===== src/rtl/pwm_play_queue_pkg.sv =====
// rtl/pwm_play_queue_pkg.sv - shared types for the PWM playback descriptor queue
package pwm_queue_pkg;

    localparam int GAP_W   = 16;
    localparam int DESC_AW = 32;

    typedef struct packed {
        logic [DESC_AW-1:0] start;
        logic [DESC_AW-1:0] stop;
    } pwm_desc_t;

    typedef enum logic [2:0] {
        IDLE,
        LAUNCH,
        PLAY,
        GAP,
        ABORT
    } pwm_q_state_t;

endpackage


===== src/rtl/pwm_play_queue_if.sv =====
// rtl/pwm_play_queue_if.sv - descriptor push and loader start/stop/done signal bundle
interface pwm_play_queue_if #(
    parameter int AW = 32
);
    logic          push_valid;
    logic          push_rdy;
    logic [AW-1:0] push_startaddr;
    logic [AW-1:0] push_stopaddr;
    logic          play_start;
    logic          play_stop;
    logic [AW-1:0] play_startaddr;
    logic [AW-1:0] play_stopaddr;
    logic          play_done;

    modport master (
        output push_valid, push_startaddr, push_stopaddr, play_done,
        input  push_rdy, play_start, play_stop, play_startaddr, play_stopaddr
    );

    modport slave (
        input  push_valid, push_startaddr, push_stopaddr, play_done,
        output push_rdy, play_start, play_stop, play_startaddr, play_stopaddr
    );
endinterface


===== src/rtl/pwm_play_queue_desc_fifo.sv =====
// rtl/pwm_play_queue_desc_fifo.sv - show-ahead DEPTH-entry descriptor FIFO with clear
module pwm_desc_fifo
    import pwm_queue_pkg::*;
#(
    parameter int DEPTH = 8
) (
    input  logic                         clk,
    input  logic                         rst,
    input  logic                         push,
    input  logic                         pop,
    input  logic                         clear,
    input  pwm_desc_t                    wdata,
    output pwm_desc_t                    head,
    output logic                         full,
    output logic                         empty,
    output logic [$clog2(DEPTH+1)-1:0]   level
);
    localparam int PW = $clog2(DEPTH);
    localparam int LW = $clog2(DEPTH+1);

    pwm_desc_t         mem_q [DEPTH];
    logic [PW-1:0]     wr_ptr_q, rd_ptr_q;
    logic [LW-1:0]     cnt_q;
    logic              do_push, do_pop;

    assign full    = (cnt_q == LW'(DEPTH));
    assign empty   = (cnt_q == '0);
    assign do_push = push && !full;
    assign do_pop  = pop && !empty;
    assign head    = mem_q[rd_ptr_q];
    assign level   = cnt_q;

    // DEPTH is a power of two, so the pointers wrap on their own
    always_ff @(posedge clk) begin
        if (rst || clear) begin
            wr_ptr_q <= '0;
            rd_ptr_q <= '0;
            cnt_q    <= '0;
        end else begin
            if (do_push) wr_ptr_q <= wr_ptr_q + PW'(1);
            if (do_pop)  rd_ptr_q <= rd_ptr_q + PW'(1);
            cnt_q <= cnt_q + LW'(do_push) - LW'(do_pop);
        end
    end

    always_ff @(posedge clk) begin
        if (do_push) mem_q[wr_ptr_q] <= wdata;
    end
endmodule


===== src/rtl/pwm_play_queue.sv =====
// rtl/pwm_play_queue.sv - back-to-back buffer launcher for the PWM loader; PWM_QUEUE_LOOP_EN adds looping
module pwm_play_queue
    import pwm_queue_pkg::*;
#(
    parameter int DEPTH      = 8,
    parameter int GAP_CYCLES = 0,
    parameter int AW         = 32
) (
    input  logic                        clk,
    input  logic                        rst,
    pwm_play_queue_if.slave             bus,
    input  logic                        flush,
`ifdef PWM_QUEUE_LOOP_EN
    input  logic                        loop,
`endif
    output logic [$clog2(DEPTH+1)-1:0]  level,
    output logic                        busy,
    output logic                        irq_drained,
    output logic                        irq_bad
);
    pwm_q_state_t      state_q, state_d;
    logic [GAP_W-1:0]  gap_q, gap_d;
    logic [AW-1:0]     start_q, start_d, stop_q, stop_d;
    logic              play_start_q, play_start_d, play_stop_q, play_stop_d;
    logic              drained_q, drained_d, bad_q, bad_d;
    logic              fifo_full, fifo_empty, fifo_pop, fifo_push;
    pwm_desc_t         fifo_head, fifo_wdata;
    logic              loopback, accept, desc_ok;

`ifdef PWM_QUEUE_LOOP_EN
    assign loopback = loop && bus.play_done && (state_q == PLAY) && !flush;
`else
    assign loopback = 1'b0;
`endif

    assign bus.push_rdy = !fifo_full && !flush && !loopback;
    assign accept       = bus.push_valid && bus.push_rdy;
    assign desc_ok      = bus.push_stopaddr > bus.push_startaddr;
    assign fifo_push    = loopback || (accept && desc_ok);

    // The loopback path re-queues the descriptor that just finished
    always_comb begin
        fifo_wdata = '0;
        if (loopback) begin
            fifo_wdata.start = DESC_AW'(start_q);
            fifo_wdata.stop  = DESC_AW'(stop_q);
        end else begin
            fifo_wdata.start = DESC_AW'(bus.push_startaddr);
            fifo_wdata.stop  = DESC_AW'(bus.push_stopaddr);
        end
    end

    pwm_desc_fifo #(.DEPTH(DEPTH)) u_fifo (
        .clk   (clk),
        .rst   (rst),
        .push  (fifo_push),
        .pop   (fifo_pop),
        .clear (flush),
        .wdata (fifo_wdata),
        .head  (fifo_head),
        .full  (fifo_full),
        .empty (fifo_empty),
        .level (level)
    );

    always_comb begin
        state_d      = state_q;
        gap_d        = gap_q;
        start_d      = start_q;
        stop_d       = stop_q;
        fifo_pop     = 1'b0;
        play_start_d = 1'b0;
        play_stop_d  = 1'b0;
        drained_d    = 1'b0;
        bad_d        = accept && !desc_ok;
        case (state_q)
            IDLE: begin
                if (!flush && !fifo_empty) begin
                    fifo_pop = 1'b1;
                    start_d  = fifo_head.start[AW-1:0];
                    stop_d   = fifo_head.stop[AW-1:0];
                    state_d  = LAUNCH;
                end
            end
            LAUNCH: begin
                if (flush) begin
                    state_d = ABORT;
                end else begin
                    play_start_d = 1'b1;
                    state_d      = PLAY;
                end
            end
            PLAY: begin
                if (flush) begin
                    state_d = ABORT;
                end else if (bus.play_done) begin
                    gap_d   = GAP_W'(GAP_CYCLES);
                    state_d = GAP;
                end
            end
            GAP: begin
                if (flush) begin
                    state_d = IDLE;
                end else if (gap_q != '0) begin
                    gap_d = gap_q - GAP_W'(1);
                end else if (!fifo_empty) begin
                    fifo_pop = 1'b1;
                    start_d  = fifo_head.start[AW-1:0];
                    stop_d   = fifo_head.stop[AW-1:0];
                    state_d  = LAUNCH;
                end else begin
                    drained_d = 1'b1;
                    state_d   = IDLE;
                end
            end
            ABORT: begin
                play_stop_d = 1'b1;
                state_d     = IDLE;
            end
            default: state_d = IDLE;
        endcase
    end

    always_ff @(posedge clk) begin
        if (rst) begin
            state_q      <= IDLE;
            gap_q        <= '0;
            start_q      <= '0;
            stop_q       <= '0;
            play_start_q <= 1'b0;
            play_stop_q  <= 1'b0;
            drained_q    <= 1'b0;
            bad_q        <= 1'b0;
        end else begin
            state_q      <= state_d;
            gap_q        <= gap_d;
            start_q      <= start_d;
            stop_q       <= stop_d;
            play_start_q <= play_start_d;
            play_stop_q  <= play_stop_d;
            drained_q    <= drained_d;
            bad_q        <= bad_d;
        end
    end

    assign bus.play_start     = play_start_q;
    assign bus.play_stop      = play_stop_q;
    assign bus.play_startaddr = start_q;
    assign bus.play_stopaddr  = stop_q;
    assign busy               = (state_q != IDLE);
    assign irq_drained        = drained_q;
    assign irq_bad            = bad_q;
endmodule


===== src/flat_wrapper.sv =====
// flat-port wrapper written by rule: the top's interface ports become plain ports
module pwm_play_queue_flat import pwm_queue_pkg::*;
#(
    parameter int DEPTH      = 8,
    parameter int GAP_CYCLES = 0,
    parameter int AW         = 32
)
  (clk, rst, flush, level, busy, irq_drained, irq_bad, bus_push_valid, bus_push_startaddr, bus_push_stopaddr, bus_play_done, bus_push_rdy, bus_play_start, bus_play_stop, bus_play_startaddr, bus_play_stopaddr);
  pwm_play_queue_if #(.AW(AW)) bus_i ();
  input  logic clk;
  input  logic rst;
  input  logic flush;
  output logic [$clog2(DEPTH+1)-1:0] level;
  output logic busy;
  output logic irq_drained;
  output logic irq_bad;
  input wire logic [$bits(bus_i.push_valid)-1:0] bus_push_valid;
  input wire logic [$bits(bus_i.push_startaddr)-1:0] bus_push_startaddr;
  input wire logic [$bits(bus_i.push_stopaddr)-1:0] bus_push_stopaddr;
  input wire logic [$bits(bus_i.play_done)-1:0] bus_play_done;
  output wire logic [$bits(bus_i.push_rdy)-1:0] bus_push_rdy;
  output wire logic [$bits(bus_i.play_start)-1:0] bus_play_start;
  output wire logic [$bits(bus_i.play_stop)-1:0] bus_play_stop;
  output wire logic [$bits(bus_i.play_startaddr)-1:0] bus_play_startaddr;
  output wire logic [$bits(bus_i.play_stopaddr)-1:0] bus_play_stopaddr;
  assign bus_i.push_valid = bus_push_valid;
  assign bus_i.push_startaddr = bus_push_startaddr;
  assign bus_i.push_stopaddr = bus_push_stopaddr;
  assign bus_i.play_done = bus_play_done;
  assign bus_push_rdy = bus_i.push_rdy;
  assign bus_play_start = bus_i.play_start;
  assign bus_play_stop = bus_i.play_stop;
  assign bus_play_startaddr = bus_i.play_startaddr;
  assign bus_play_stopaddr = bus_i.play_stopaddr;
  pwm_play_queue #(.DEPTH(DEPTH), .GAP_CYCLES(GAP_CYCLES), .AW(AW)) u_core (.clk(clk), .rst(rst), .bus(bus_i), .flush(flush), .level(level), .busy(busy), .irq_drained(irq_drained), .irq_bad(irq_bad));
endmodule

===== config.mk =====
export PLATFORM = sky130hd
export DESIGN_NAME = pwm_play_queue_flat
export DESIGN_NICKNAME = d
export VERILOG_FILES = /design/src/rtl/pwm_play_queue_pkg.sv /design/src/rtl/pwm_play_queue_if.sv /design/src/rtl/pwm_play_queue_desc_fifo.sv /design/src/rtl/pwm_play_queue.sv /design/src/flat_wrapper.sv
export SDC_FILE = /design/constraint.sdc
export NUM_CORES = 1
export LEC_CHECK = 0
export BUFFER_PORTS_ARGS = -buffer_cell sky130_fd_sc_hd__clkbuf_2
export CORE_MARGIN = 3
export CORE_UTILIZATION = 45
export DETAILED_ROUTE_END_ITERATION = 16
export PLACE_DENSITY_LB_ADDON = 0.3
export SETUP_SLACK_MARGIN = 0.1
export SYNTH_ARGS = -nofsm -noshare
export SYNTH_HDL_FRONTEND = slang
export SYNTH_SLANG_ARGS = --single-unit

===== constraint.sdc =====
create_clock -name clk -period 11.2 [get_ports clk]
set_input_delay 0.56 -clock clk [delete_from_list [all_inputs] [get_ports clk]]
set_output_delay 0.56 -clock clk [all_outputs]
set_load 0.02 [all_outputs]

==> qor.json, run 1 <==
{
  "status": {"value": "completed"},
  "ff_latch_count_synth": {"value": 612},
  "wl_per_cell": {"value": 22.93, "unit": "um"},
  "vdd_ir_drop_max": {"value": 0.0001569, "unit": "V"},
  "worstSkewPairLatency": {"value": 0.63, "unit": "ns"},
  "buffer_cell_driving_the_clock_tree_root": {"value": "clkbuf_16"},
  "area_occupied_by_multi_input_gates": {"value": 0.005951, "unit": "mm2"},
  "ff_latch_area": {"value": 0.01739, "unit": "mm2"},
  "final.setup_skew": {"value": 0.02244, "unit": "ns"},
  "fmaxAchievable": {"value": 0.2606, "unit": "GHz"},
  "clk_transition_reported_paths": {"value": 0.06, "unit": "ns"},
  "synth.yosys.warnings": {"value": 0},
  "start_util": {"value": 45.85, "unit": "%"},
  "min_path_type": {"value": "in2reg"},
  "die_w": {"value": 235.6, "unit": "um"},
  "total_congestion_overflow_after_global_routing": {"value": 0},
  "drt_first_pass_iters": {"value": 5},
  "antenna_found_initial": {"value": 2},
  "synth_fp_nets": {"value": 1376},
  "final_net_count": {"value": 1539},
  "synth.yosys.seq_area_share": {"value": 73.28, "unit": "%"},
  "setup-tns-final": {"value": 0, "unit": "ns"},
  "die_span_in_y": {"value": 235.6, "unit": "um"},
  "postLayoutSetupSlackWorst": {"value": 7.362, "unit": "ns"},
  "routability_congestion_estimate": {"value": 0.7726},
  "drt_first_iter_violations": {"value": 926},
  "tightest_slew": {"value": 1.074, "unit": "ns"},
  "tritoncts.num_buffers": {"value": 60},
  "timing.final.crit_share": {"value": 34.26, "unit": "%"},
  "core_area": {"value": 0.05172, "unit": "mm2"},
  "drt-vias-per-instance": {"value": 5.548},
  "timing.max_cap.violations": {"value": 0},
  "die_footprint": {"value": 0.05549, "unit": "mm2"},
  "cp_data_required_time": {"value": 11.45, "unit": "ns"},
  "final_cell_count_no_fill": {"value": 2156},
  "cts_hold_buffers": {"value": 0},
  "nFillCells": {"value": 4160},
  "portBuffers": {"value": 142},
  "max_slew_violation_count": {"value": 0},
  "post_detail_place_hpwl": {"value": 28890, "unit": "um"},
  "slowest_delay": {"value": 0.80, "unit": "ns"},
  "cell_leakage_power": {"value": 8.935, "unit": "nW"},
  "globalRouteTotalUtil": {"value": 17.83, "unit": "%"},
  "cpMostUsedCell": {"value": "buf_4"},
  "number_of_failing_setup_endpoints_in_the_final_timing_report": {"value": 0},
  "worst_slew_margin_rel": {"value": 28.42, "unit": "%"},
  "cts_tree": {"value": "yes"},
  "synth_enable_flop_cells": {"value": 512},
  "via_count": {"value": 11960},
  "post_cts_resized": {"value": 0},
  "crit_path_cell_trace": {"value": "clkbuf_2, inv_1, ha_1, nand4_1, nor4_1, o31a_1, a22oi_1, buf_4, nor4b_2, buf_4, buf_4"},
  "drt.antenna.violating_nets": {"value": 0},
  "largest_net_degree_at_the_start_of_global_routing": {"value": 84},
  "synthFlopType": {"value": "edfxtp_1"},
  "critical_path_peak_fanout": {"value": 36},
  "min_period": {"value": 3.838, "unit": "ns"},
  "synthToLayoutAreaGrowth": {"value": 15.37, "unit": "%"},
  "finalHoldViolCount": {"value": 0},
  "yosysUniqueCellTypes": {"value": 47},
  "route.final.wire_length": {"value": 49430, "unit": "um"},
  "asyncSetResetFlopFracSynth": {"value": 0, "unit": "%"},
  "dp_slack": {"value": 6.700, "unit": "ns"},
  "worstSetupPathType": {"value": "in2reg"},
  "tritoncts_num_sinks": {"value": 612},
  "critical_path.slowest_cell": {"value": "nor4_1"},
  "share_of_cells_above_drive_strength_1": {"value": 27.37, "unit": "%"},
  "insertedDiodeCount": {"value": 0},
  "syn_inst": {"value": 1264},
  "power-per-cell-area": {"value": 200.1, "unit": "mW/mm2"},
  "ios": {"value": 143},
  "setup_fix_bufs_post_cts": {"value": 0},
  "drc": {"value": 0},
  "worstPathArrival": {"value": 4.09, "unit": "ns"},
  "dpl.cell_count": {"value": 2045},
  "rows": {"value": 83},
  "cts.htree.levels": {"value": 2},
  "type_of_destination_of_the_critical_path": {"value": "flop"},
  "number_of_global_route_vias_before_repair": {"value": 12330},
  "max-clock-path-buffers": {"value": 3},
  "syn_area_per_cell": {"value": 18.76, "unit": "um2"},
  "grt_setup_unrepaired": {"value": "false"},
  "post_synth_instance_area": {"value": 0.02371, "unit": "mm2"},
  "start_kind": {"value": "input pin"},
  "grt_first_pass_wirelength": {"value": 75720, "unit": "um"}
}
[where the power goes]
| group | internal (mW) | total (mW) | switching [mW] |
|---|---|---|---|
| combinational | 0.264 | 0.689 | 0.425 |
| clock | 1.29 | 2.14 | 0.848 |
| sequential | 2.57 | 2.64 | 0.0701 |
| total | 4.13 | 5.48 | 1.34 |
[routing by layer]
layer | up-vias | GRT usage (%) | wire, um
met1 | 6200 | 24.81 | 21460
li1 | 5390 | - | -
met2 | 307 | 29.46 | 24360
met4 | 4 | 3.614 | 722
met3 | 60 | 3.702 | 2857
met5 | - | 0 | 30
[layout by cell type (no fill, tap or decap), drive strengths merged, types with 5 or more instances in the layout]
cell type,instances
a211oi,67
o21ai,9
clkbuf,212
xor2,12
inv,43
a21oi,24
nand2,19
buf,25
mux2i,67
or3,7
mux4,128
ha,42
nand4,12
bufinv,13
clkinv,23
edfxtp,512
nor3,5
nor2,97
nand3,8
dfxtp,100
[metrics by stage]
step                      util (%)  cell area (um2)  hold WS [ns]  power, mW
final                        52.90            27360        0.2325      5.476
after global routing         52.90            27360        0.2150      5.704
after CTS                    52.90            27360        0.1929      5.545
after detailed placement     48.79            25230        0.4612      3.396
after global placement       48.79            25230        0.4475      3.381
after floorplan                  -            23710        0.4429      3.169
[final cells by class]
cell class              instances  area share [%]
multi-input cells             546           21.75
well taps                     680           3.110
clock inverters                40           2.094
clock buffers                  71           5.675
repair buffers                166           3.256
inverters                      41          0.5625
flip-flops and latches        612           63.55
[Yosys cell counts (4+ instances only)]
cell | n | area (um2)
buf_1 | 4 | 15.01
nor4b_1 | 4 | 35.03
nor2_1 | 97 | 364.1
inv_1 | 41 | 153.9
buf_4 | 9 | 67.56
xor2_1 | 12 | 105.1
edfxtp_1 | 512 | 15370
ha_1 | 42 | 525.5
or3_1 | 7 | 43.79
dfxtp_1 | 100 | 2002
nor3_1 | 4 | 20.02
nor2b_1 | 4 | 25.02
mux4_2 | 128 | 2883
nand2_1 | 19 | 71.32
a211oi_1 | 67 | 503.0
nor4_1 | 4 | 25.02
o21ai_0 | 8 | 40.04
buf_2 | 16 | 80.08
clkbuf_1 | 36 | 135.1
nand3_1 | 8 | 40.04
a21oi_1 | 23 | 115.1
nand4_1 | 12 | 75.07
mux2i_1 | 67 | 670.6
[flip-flops by register name, summed over array words and instances, names as in the netlist, named ones only]
name / cells
u_core.irq_drained: 1
u_core.irq_bad: 1
u_core.u_fifo.mem_q: 512
u_core.bus.play_startaddr: 32
u_core.u_fifo.wr_ptr_q: 3
u_core.state_q: 3
u_core.bus.play_start: 1
u_core.bus.play_stop: 1
u_core.bus.play_stopaddr: 32
u_core.gap_q: 16
u_core.u_fifo.level: 4
u_core.u_fifo.rd_ptr_q: 3
[final timing paths]
path,slack [ns],from,depth (start not counted),to
worst max register to register,7.47,u_core.gap_q[5],8,u_core.bus.play_startaddr[23]
worst max-delay path,7.36,bus_push_startaddr[31],11,u_core.u_fifo.mem_q[2][59]
worst min-delay path,0.23,bus_push_startaddr[15],1,u_core.u_fifo.mem_q[6][47]
worst min register to register,0.47,u_core.u_fifo.rd_ptr_q[1],2,flop
[cells by family (layout without fill, tap and decap cells)]
kind of cell | Yosys count | after routing | synth area share (%)
flops | 612 | 612 | 73.28
simple gates | 179 | 179 | 3.630
compound gates | 114 | 114 | 3.350
mux | 195 | 195 | 14.98
fa+ha+maj | 43 | 43 | 2.300
buf+inv | 106 | 318 | 1.905
xor+xnor | 15 | 15 | 0.5540
[critical path, delay by kind of cell]
kind	cells	cell delay, ns
adder cells (fa/ha/maj)	1	0.33
buffers and inverters	5	1.58
AO/OA/AOI/OAI	2	0.38
AND/OR/NAND/NOR	3	1.20
No activity file was read; power rests on OpenSTA's default activity.
==> inputs of run 2 (changes only) <==
Clock period 11.2 ns to 3.1 ns, I/O delays scaled along.
==> run 2 against run 1 <==
Effect of this change:
- register-to-register slack got worse by 7.1 ns
- clock skew is 0.024 ns higher
- flip-flop and latch count is the same
- via count is 5.2% higher
- total power grew to 3.6 times the previous value
- first-iteration DRC count fell by 10%
- final cell count is 7.1% higher
- routed wire length rose by 4.5%
- sequential power rose to 3.6 times the previous value
- sequential share of layout area down 4.3 points
- combinational power grew to 3.9 times the previous value
- largest cell class unchanged
==> qor.json, run 2 (same netlist as run 1, synthesis figures left out) <==
{
  "portBuffers": {"value": 142, "change": "unchanged"},
  "wl_per_cell": {"value": 22.36, "unit": "um", "change": "was 22.93 um"},
  "nFillCells": {"value": 3950, "change": "was 4,160"},
  "cp_num_buf_inv": {"value": 5, "change": "unchanged"},
  "buffer_cell_driving_the_clock_tree_root": {"value": "clkbuf_16", "change": "unchanged"},
  "drt_first_iter_violations": {"value": 831, "change": "was 926"},
  "worstSetupPathType": {"value": "in2reg", "change": "unchanged"},
  "critical_path_peak_fanout": {"value": 9, "change": "was 36"},
  "worstPathArrival": {"value": 3.41, "unit": "ns", "change": "was 4.09 ns"},
  "largest_register": {"value": "u_core.u_fifo.mem_q", "change": "unchanged"},
  "final_cell_count_no_fill": {"value": 2310, "change": "was 2,156"},
  "start_util": {"value": 45.85, "unit": "%", "change": "unchanged"},
  "routability_congestion_estimate": {"value": 0.7879, "change": "was 0.7726"},
  "worst_hold_path_stage_count": {"value": 2, "change": "was 1"},
  "cp_data_required_time": {"value": 3.60, "unit": "ns", "change": "was 11.45 ns"},
  "wl_met2": {"value": 25500, "unit": "um", "change": "was 24,360 um"},
  "highest-signal-layer": {"value": "met5", "change": "unchanged"},
  "critical_path.slowest_cell": {"value": "dlygate4sd3_1", "change": "was nor4_1"},
  "number_of_failing_setup_endpoints_in_the_final_timing_report": {"value": 0, "change": "unchanged"},
  "share_of_cells_above_drive_strength_1": {"value": 32.04, "unit": "%", "change": "was 27.37%"},
  "setup-tns-final": {"value": 0, "unit": "ns", "change": "unchanged"},
  "critical_path_depth": {"value": 14, "change": "was 11"},
  "fmaxAchievable": {"value": 0.3433, "unit": "GHz"},
  "largest_reg_flops": {"value": 512, "change": "unchanged"},
  "internal_power": {"value": 14.86, "unit": "mW", "change": "was 4.133 mW"},
  "min_path_type": {"value": "in2reg", "change": "unchanged"},
  "status": {"value": "completed", "change": "unchanged"},
  "final_net_count": {"value": 1688, "change": "was 1,539"},
  "die_w": {"value": 235.6, "unit": "um", "change": "unchanged"},
  "route.final.wire_length": {"value": 51660, "unit": "um", "change": "was 49,430 um"},
  "cts_tree": {"value": "yes", "change": "unchanged"},
  "type_of_destination_of_the_critical_path": {"value": "flop", "change": "unchanged"},
  "worstSkewPairLatency": {"value": 0.64, "unit": "ns", "change": "was 0.63 ns"},
  "cell_leakage_power": {"value": 9.730, "unit": "nW", "change": "was 8.935 nW"},
  "globalRouteTotalUtil": {"value": 18.62, "unit": "%", "change": "was 17.83%"},
  "max-clock-path-buffers": {"value": 3, "change": "unchanged"},
  "critPathLaunch": {"value": "bus_push_stopaddr[12]", "change": "was bus_push_startaddr[31]"},
  "power.net_switching": {"value": 4.929, "unit": "mW", "change": "was 1.343 mW"},
  "largest_net_degree_at_the_start_of_global_routing": {"value": 134, "change": "was 84"},
  "total_congestion_overflow_after_global_routing": {"value": 0, "change": "unchanged"},
  "drt.antenna.violating_nets": {"value": 0, "change": "unchanged"},
  "path_delay_family": {"value": "adder cells", "change": "was buffers and inverters"},
  "worst_slew_margin_rel": {"value": 55.73, "unit": "%", "change": "was 28.42%"},
  "grt_first_pass_wirelength": {"value": 79580, "unit": "um", "change": "was 75,720 um"},
  "ios": {"value": 143, "change": "unchanged"},
  "r2r_cells": {"value": 10, "change": "was 8"},
  "antenna_found_initial": {"value": 4, "change": "was 2"},
  "leading_cell_type_in_the_layout_fill_and_taps_excluded": {"value": "edfxtp_1", "change": "unchanged"},
  "power-per-cell-area": {"value": 674.6, "unit": "mW/mm2", "change": "was 200.1 mW/mm2"},
  "synthToLayoutAreaGrowth": {"value": 23.70, "unit": "%", "change": "was 15.37%"},
  "post_detail_place_hpwl": {"value": 33790, "unit": "um", "change": "was 28,890 um"},
  "clk_transition_reported_paths": {"value": 0.06, "unit": "ns", "change": "about the same"},
  "max_slew_violation_count": {"value": 0, "change": "unchanged"},
  "detailroute.wirelength.met3": {"value": 2705, "unit": "um", "change": "was 2857 um"},
  "grt_setup_unrepaired": {"value": "false", "change": "unchanged"},
  "dpl.cell_count": {"value": 2125, "change": "was 2,045"},
  "timing.max_cap.violations": {"value": 0, "change": "unchanged"},
  "start_kind": {"value": "input pin", "change": "unchanged"},
  "cts.htree.levels": {"value": 2, "change": "unchanged"},
  "power_switching_share": {"value": 24.91, "unit": "%", "change": "was 24.53%"},
  "core_area": {"value": 0.05172, "unit": "mm2", "change": "unchanged"},
  "drt-vias-per-instance": {"value": 5.447, "change": "was 5.548"},
  "slowest_delay": {"value": 0.55, "unit": "ns", "change": "was 0.80 ns"},
  "tritoncts_num_sinks": {"value": 612, "change": "unchanged"},
  "metal1_wirelength": {"value": 22400, "unit": "um", "change": "was 21,460 um"},
  "worstHoldStart": {"value": "rst", "change": "was bus_push_startaddr[15]"},
  "pwr-share-comb": {"value": 13.8, "unit": "%", "change": "was 12.6%"},
  "final.setup_skew": {"value": 0.04604, "unit": "ns", "change": "was 0.02244 ns"},
  "via_count": {"value": 12580, "change": "was 11,960"},
  "cpMostUsedCell": {"value": "ha_1", "change": "was buf_4"},
  "tightest_slew": {"value": 0.6641, "unit": "ns", "change": "was 1.074 ns"},
  "vdd_ir_drop_max": {"value": 0.0005944, "unit": "V", "change": "was 0.0001569 V"},
  "finalHoldViolCount": {"value": 0, "change": "unchanged"},
  "timing.final.crit_share": {"value": 93.97, "unit": "%"},
  "die_span_in_y": {"value": 235.6, "unit": "um", "change": "unchanged"},
  "hold-worst-slack": {"value": 0.1351, "unit": "ns", "change": "was 0.2325 ns"},
  "p_seq_share": {"value": 48.2, "unit": "%", "change": "was 48.3%"},
  "rows": {"value": 83, "change": "unchanged"},
  "drc": {"value": 0, "change": "unchanged"},
  "number_of_global_route_vias_before_repair": {"value": 13080, "change": "was 12,330"},
  "clock_power_share": {"value": 38.1, "unit": "%", "change": "was 39.1%"},
  "crit_path_cell_trace": {"value": "dlygate4sd3_1, clkbuf_2, ha_1, nand4_1, nor4_1, buf_4, a21oi_2, a22oi_2, ha_1, inv_1, ha_1, inv_1, fa_2, nor2_1", "change": "was clkbuf_2, inv_1, ha_1, nand4_1, nor4_1, o31a_1, a22oi_1, buf_4, nor4b_2, buf_4, buf_4"},
  "tritoncts.num_buffers": {"value": 61, "change": "was 60"},
  "min_period": {"value": 2.913, "unit": "ns"},
  "ff_to_ff_start": {"value": "u_core.gap_q[5]", "change": "unchanged"},
  "drt_first_pass_iters": {"value": 5, "change": "unchanged"},
  "die_footprint": {"value": 0.05549, "unit": "mm2", "change": "unchanged"},
  "most-common-layout-cells": {"value": "512 x edfxtp_1, 128 x mux4_2, 126 x clkbuf_2", "change": "was 512 x edfxtp_1, 141 x clkbuf_2, 128 x mux4_2"}
}
==> run 2: what timing repair did <==
| action | CTS | global route |
|---|---|---|
| buffers inserted | 0 | 1 |
| gates resized for setup | 0 | 34 |
| hold buffers | 67 | 0 |
| setup endpoints to repair | 0 | 319 |
| endpoints found under the hold margin | 515 | 0 |
==> run 2: worst paths after layout <==
kind | to | slack (ns)
worst min-delay path | u_core.bus.play_stopaddr[20] | 0.14
worst min register to register | flop | 0.49
worst max register to register | u_core.u_fifo.level[1] | 0.37
worst max-delay path | u_core.u_fifo.level[1] | 0.19
==> run 2: final cells by class <==
type / instances / area [um2] / area share [%]
clock inverter: 30 / 389.1 / 1.327
antenna: 1 / 2.502 / 0.008531
multi-input combinational: 546 / 6231 / 21.24
timing repair buffer: 314 / 2579 / 8.791
sequential: 612 / 17390 / 59.29
clock buffer: 86 / 1710 / 5.831
tap: 680 / 850.8 / 2.900
inverter: 41 / 178.9 / 0.6099
==> run 2: power by group through the flow <==
stage | combinational [mW] | clock (mW) | sequential, mW
final | 2.72 | 7.53 | 9.54
after global routing | 3.00 | 8.02 | 9.59
after CTS | 2.75 | 7.69 | 9.54
after detailed placement | 2.67 | 0 | 9.71
after global placement | 2.63 | 0 | 9.69
after floorplan | 1.42 | 0 | 10.1
==> run 2: metal layers <==
metal	vias to the layer above	global-route usage, %
met5	-	0
met4	4	4.996
met3	73	3.175
met2	327	30.65
met1	6476	25.94
li1	5703	-
==> run 2: stage by stage <==
| step | worst slack [ns] | power [mW] | area, um2 | utilization [%] |
|---|---|---|---|---|
| after detailed placement | 0.05990 | 12.38 | 26470 | 51.17 |
| after floorplan | -0.9692 | 11.48 | 24030 | - |
| final | 0.1870 | 19.79 | 29330 | 56.72 |
| after global placement | 0.07088 | 12.33 | 26470 | 51.17 |
| after CTS | 0.1524 | 19.99 | 29240 | 56.53 |
| after global routing | 0.08055 | 20.60 | 29330 | 56.72 |
==> run 2: worst reg2reg max path, delay by kind of cell (launching register included) <==
family,cells,cell delay [ns]
flops,1,0.34
simple gates,4,1.06
fa+ha+maj,3,0.93
compound gates,1,0.18
buf+inv,2,0.12
==> inputs of run 3 (changes only) <==
Settings changed: CORE_UTILIZATION 45 to 54.
Clock period 3.1 ns to 2.3 ns, I/O delays scaled along.
==> run 3 against run 2 <==
Effect of this change:
- the run now ends with setup timing left
- sequential power rose by 35%
- first-iteration DRC count grew 83%
- non-clock buffer count up 179
- via count is 16% higher
- global-route usage grew 9.4 points
- routed wire length grew 34%
- combinational power is 130% higher
- setup slack worse by 0.44 ns
- die area shrank 16%
==> qor.json, run 3 (same netlist as run 1, synthesis figures left out) <==
{
  "setup-tns-final": {"value": -70.54, "unit": "ns", "change": "was 0 ns"},
  "slowest_delay": {"value": 0.34, "unit": "ns", "change": "was 0.55 ns"},
  "die_span_in_y": {"value": 215.6, "unit": "um", "change": "was 235.6 um"},
  "drt_first_iter_violations": {"value": 1518, "change": "was 831"},
  "ff_to_ff_start": {"value": "u_core.gap_q[5]", "change": "unchanged"},
  "power-per-cell-area": {"value": 898.2, "unit": "mW/mm2", "change": "was 674.6 mW/mm2"},
  "worstSkewPairLatency": {"value": 0.62, "unit": "ns", "change": "was 0.64 ns"},
  "rows": {"value": 76, "change": "was 83"},
  "largest_register": {"value": "u_core.u_fifo.mem_q", "change": "unchanged"},
  "most-common-layout-cells": {"value": "512 x edfxtp_1, 141 x clkbuf_2, 128 x mux4_2", "change": "was 512 x edfxtp_1, 128 x mux4_2, 126 x clkbuf_2"},
  "violations": {"value": "setup timing"},
  "vdd_ir_drop_max": {"value": 0.0008230, "unit": "V", "change": "was 0.0005944 V"},
  "globalRouteTotalUtil": {"value": 28.06, "unit": "%", "change": "was 18.62%"},
  "start_kind": {"value": "input pin", "change": "unchanged"},
  "via_count": {"value": 14650, "change": "was 12,580"},
  "wl_per_cell": {"value": 28.93, "unit": "um", "change": "was 22.36 um"},
  "crit_path_cell_trace": {"value": "clkbuf_2, inv_12, ha_4, a211oi_1, a211oi_2, o21ai_0, o211ai_1, a22oi_2, buf_4, buf_12, ha_4, inv_4, ha_4, inv_2, fa_2, xor2_1, nor2_1", "change": "was dlygate4sd3_1, clkbuf_2, ha_1, nand4_1, nor4_1, buf_4, a21oi_2, a22oi_2, ha_1, inv_1, ha_1, inv_1, fa_2, nor2_1"},
  "die_w": {"value": 215.6, "unit": "um", "change": "was 235.6 um"},
  "fin_area": {"value": 0.03244, "unit": "mm2", "change": "was 0.02933 mm2"},
  "share_of_cells_above_drive_strength_1": {"value": 43.59, "unit": "%", "change": "was 32.04%"},
  "fmaxAchievable": {"value": 0.3914, "unit": "GHz"},
  "drt-vias-per-instance": {"value": 6.134, "change": "was 5.447"},
  "number_of_global_route_vias_before_repair": {"value": 14830, "change": "was 13,080"},
  "antenna_found_initial": {"value": 3, "change": "was 4"},
  "worstSetupPathType": {"value": "in2reg", "change": "unchanged"},
  "cts_tree": {"value": "yes", "change": "unchanged"},
  "dpl.cell_count": {"value": 2100, "change": "was 2,125"},
  "min_path_type": {"value": "in2reg", "change": "unchanged"},
  "largest_reg_flops": {"value": 512, "change": "unchanged"},
  "critical_path.slowest_cell": {"value": "fa_2", "change": "was dlygate4sd3_1"},
  "path_delay_family": {"value": "compound AO/OA/AOI/OAI gates", "change": "was adder cells"},
  "portBuffers": {"value": 142, "change": "unchanged"},
  "cts.htree.levels": {"value": 2, "change": "unchanged"},
  "drt.antenna.violating_nets": {"value": 0, "change": "unchanged"},
  "cpMostUsedCell": {"value": "ha_4", "change": "was ha_1"},
  "timing.max_cap.violations": {"value": 0, "change": "unchanged"},
  "buffer_cell_driving_the_clock_tree_root": {"value": "clkbuf_16", "change": "unchanged"},
  "postLayoutSetupSlackWorst": {"value": -0.2552, "unit": "ns", "change": "was 0.1870 ns"},
  "worstHoldStart": {"value": "bus_push_startaddr[18]", "change": "was rst"},
  "worst_slew_margin_rel": {"value": 41.64, "unit": "%", "change": "was 55.73%"},
  "drc": {"value": 0, "change": "unchanged"},
  "cell_leakage_power": {"value": 11.12, "unit": "nW", "change": "was 9.730 nW"},
  "final_cell_count_no_fill": {"value": 2389, "change": "was 2,310"},
  "worstPathArrival": {"value": 3.05, "unit": "ns", "change": "was 3.41 ns"},
  "cp_num_buf_inv": {"value": 6, "change": "was 5"},
  "total_congestion_overflow_after_global_routing": {"value": 0, "change": "unchanged"},
  "core_area": {"value": 0.04327, "unit": "mm2", "change": "was 0.05172 mm2"},
  "die_footprint": {"value": 0.04647, "unit": "mm2", "change": "was 0.05549 mm2"},
  "clk_transition_reported_paths": {"value": 0.06, "unit": "ns", "change": "about the same"},
  "tritoncts_num_sinks": {"value": 612, "change": "unchanged"},
  "number_of_failing_setup_endpoints_in_the_final_timing_report": {"value": 565, "change": "was 0"},
  "start_util": {"value": 54.81, "unit": "%", "change": "was 45.85%"},
  "routability_congestion_estimate": {"value": 0.7747, "change": "was 0.7879"},
  "leading_cell_type_in_the_layout_fill_and_taps_excluded": {"value": "edfxtp_1", "change": "unchanged"},
  "final.setup_skew": {"value": 0.01487, "unit": "ns", "change": "was 0.04604 ns"},
  "ios": {"value": 143, "change": "unchanged"},
  "critPathLaunch": {"value": "bus_push_startaddr[18]", "change": "was bus_push_stopaddr[12]"},
  "critical_path_peak_fanout": {"value": 3, "change": "was 9"},
  "final_net_count": {"value": 1865, "change": "was 1,688"},
  "min_period": {"value": 2.555, "unit": "ns"},
  "status": {"value": "finished, violations left", "change": "was completed"},
  "drt_first_pass_iters": {"value": 5, "change": "unchanged"},
  "post_detail_place_hpwl": {"value": 35070, "unit": "um", "change": "was 33,790 um"},
  "tightest_slew": {"value": 0.8722, "unit": "ns", "change": "was 0.6641 ns"},
  "type_of_destination_of_the_critical_path": {"value": "flop", "change": "unchanged"},
  "dpl-instance-area": {"value": 0.02712, "unit": "mm2", "change": "was 0.02647 mm2"},
  "finalHoldViolCount": {"value": 0, "change": "unchanged"},
  "timing.final.crit_share": {"value": 111.1, "unit": "%"},
  "tritoncts.num_buffers": {"value": 59, "change": "was 61"},
  "max_slew_violation_count": {"value": 0, "change": "unchanged"},
  "max-clock-path-buffers": {"value": 3, "change": "unchanged"},
  "route.final.wire_length": {"value": 69120, "unit": "um", "change": "was 51,660 um"},
  "cp_data_required_time": {"value": 2.80, "unit": "ns", "change": "was 3.60 ns"},
  "synthToLayoutAreaGrowth": {"value": 36.79, "unit": "%", "change": "was 23.70%"},
  "largest_net_degree_at_the_start_of_global_routing": {"value": 37, "change": "was 134"},
  "grt_setup_unrepaired": {"value": "true", "change": "was false"},
  "grt_first_pass_wirelength": {"value": 96610, "unit": "um", "change": "was 79,580 um"},
  "power": {"value": 29.14, "unit": "mW", "change": "was 19.79 mW"}
}
==> run 3: worst paths after layout <==
check | endpoint | slack [ns] | cells past startpoint
max | u_core.u_fifo.level[2] | -0.26 | 17
min | u_core.u_fifo.mem_q[0][50] | 0.05 | 2
max reg2reg | u_core.u_fifo.level[2] | -0.24 | 11
min reg2reg | u_core.bus.play_stopaddr[29] | 0.50 | 2
==> run 3: worst register-to-register path: stages (launching register included) <==
cell,delay [ns]
dfxtp_2,0.32
or4_4,0.55
nor3_4,0.20
nand4b_4,0.15
a21oi_4,0.19
ha_4,0.23
inv_4,0.06
ha_4,0.13
inv_2,0.03
fa_2,0.34
xor2_1,0.18
nor2_1,0.06
==> run 3: per-layer routing <==
layer / up-vias / track usage (%) / routed length (um)
met1: 7610 / 37.20 / 25530
met2: 828 / 46.95 / 35360
li1: 6068 / - / -
met4: 4 / 10.64 / 2648
met3: 143 / 5.182 / 5556
met5: - / 0 / 16
==> run 3: power breakdown <==
group / total (mW) / switching [mW] / internal, mW
registers: 12.9 / 0.360 / 12.5
logic: 6.37 / 3.36 / 3.01
clock network: 9.87 / 4.18 / 5.70
total: 29.1 / 7.90 / 21.2
==> run 3: what timing repair did <==
action / CTS / global route
gates resized for setup: 94 / 146
gates cloned: 29 / 17
hold buffers: 67 / 0
endpoints found under the setup margin: 583 / 584
endpoints found under the hold margin: 507 / 0
pin swaps: 32 / 50
buffers inserted: 59 / 29
==> run 3: layout make-up <==
class	count	area, um2
Sequential cell	612	17400
Timing Repair Buffer	493	5445
Antenna cell	1	2.502
Inverter	41	183.9
Tap cell	585	732.0
Multi-Input combinational cell	546	6729
Clock inverter	27	287.8
Fill cell	2328	10830
Clock buffer	84	1663
==> run 3: stage by stage <==
stage               util [%]  hold slack, ns  worst slack, ns
finish                 74.97         0.04800          -0.2552
global route           74.97         0.04910          -0.3097
CTS                    73.01         0.03544          -0.3150
detailed placement     62.68          0.3545          -0.8192
global placement       62.68          0.3435          -0.7791
floorplan                  -          0.2139           -1.729
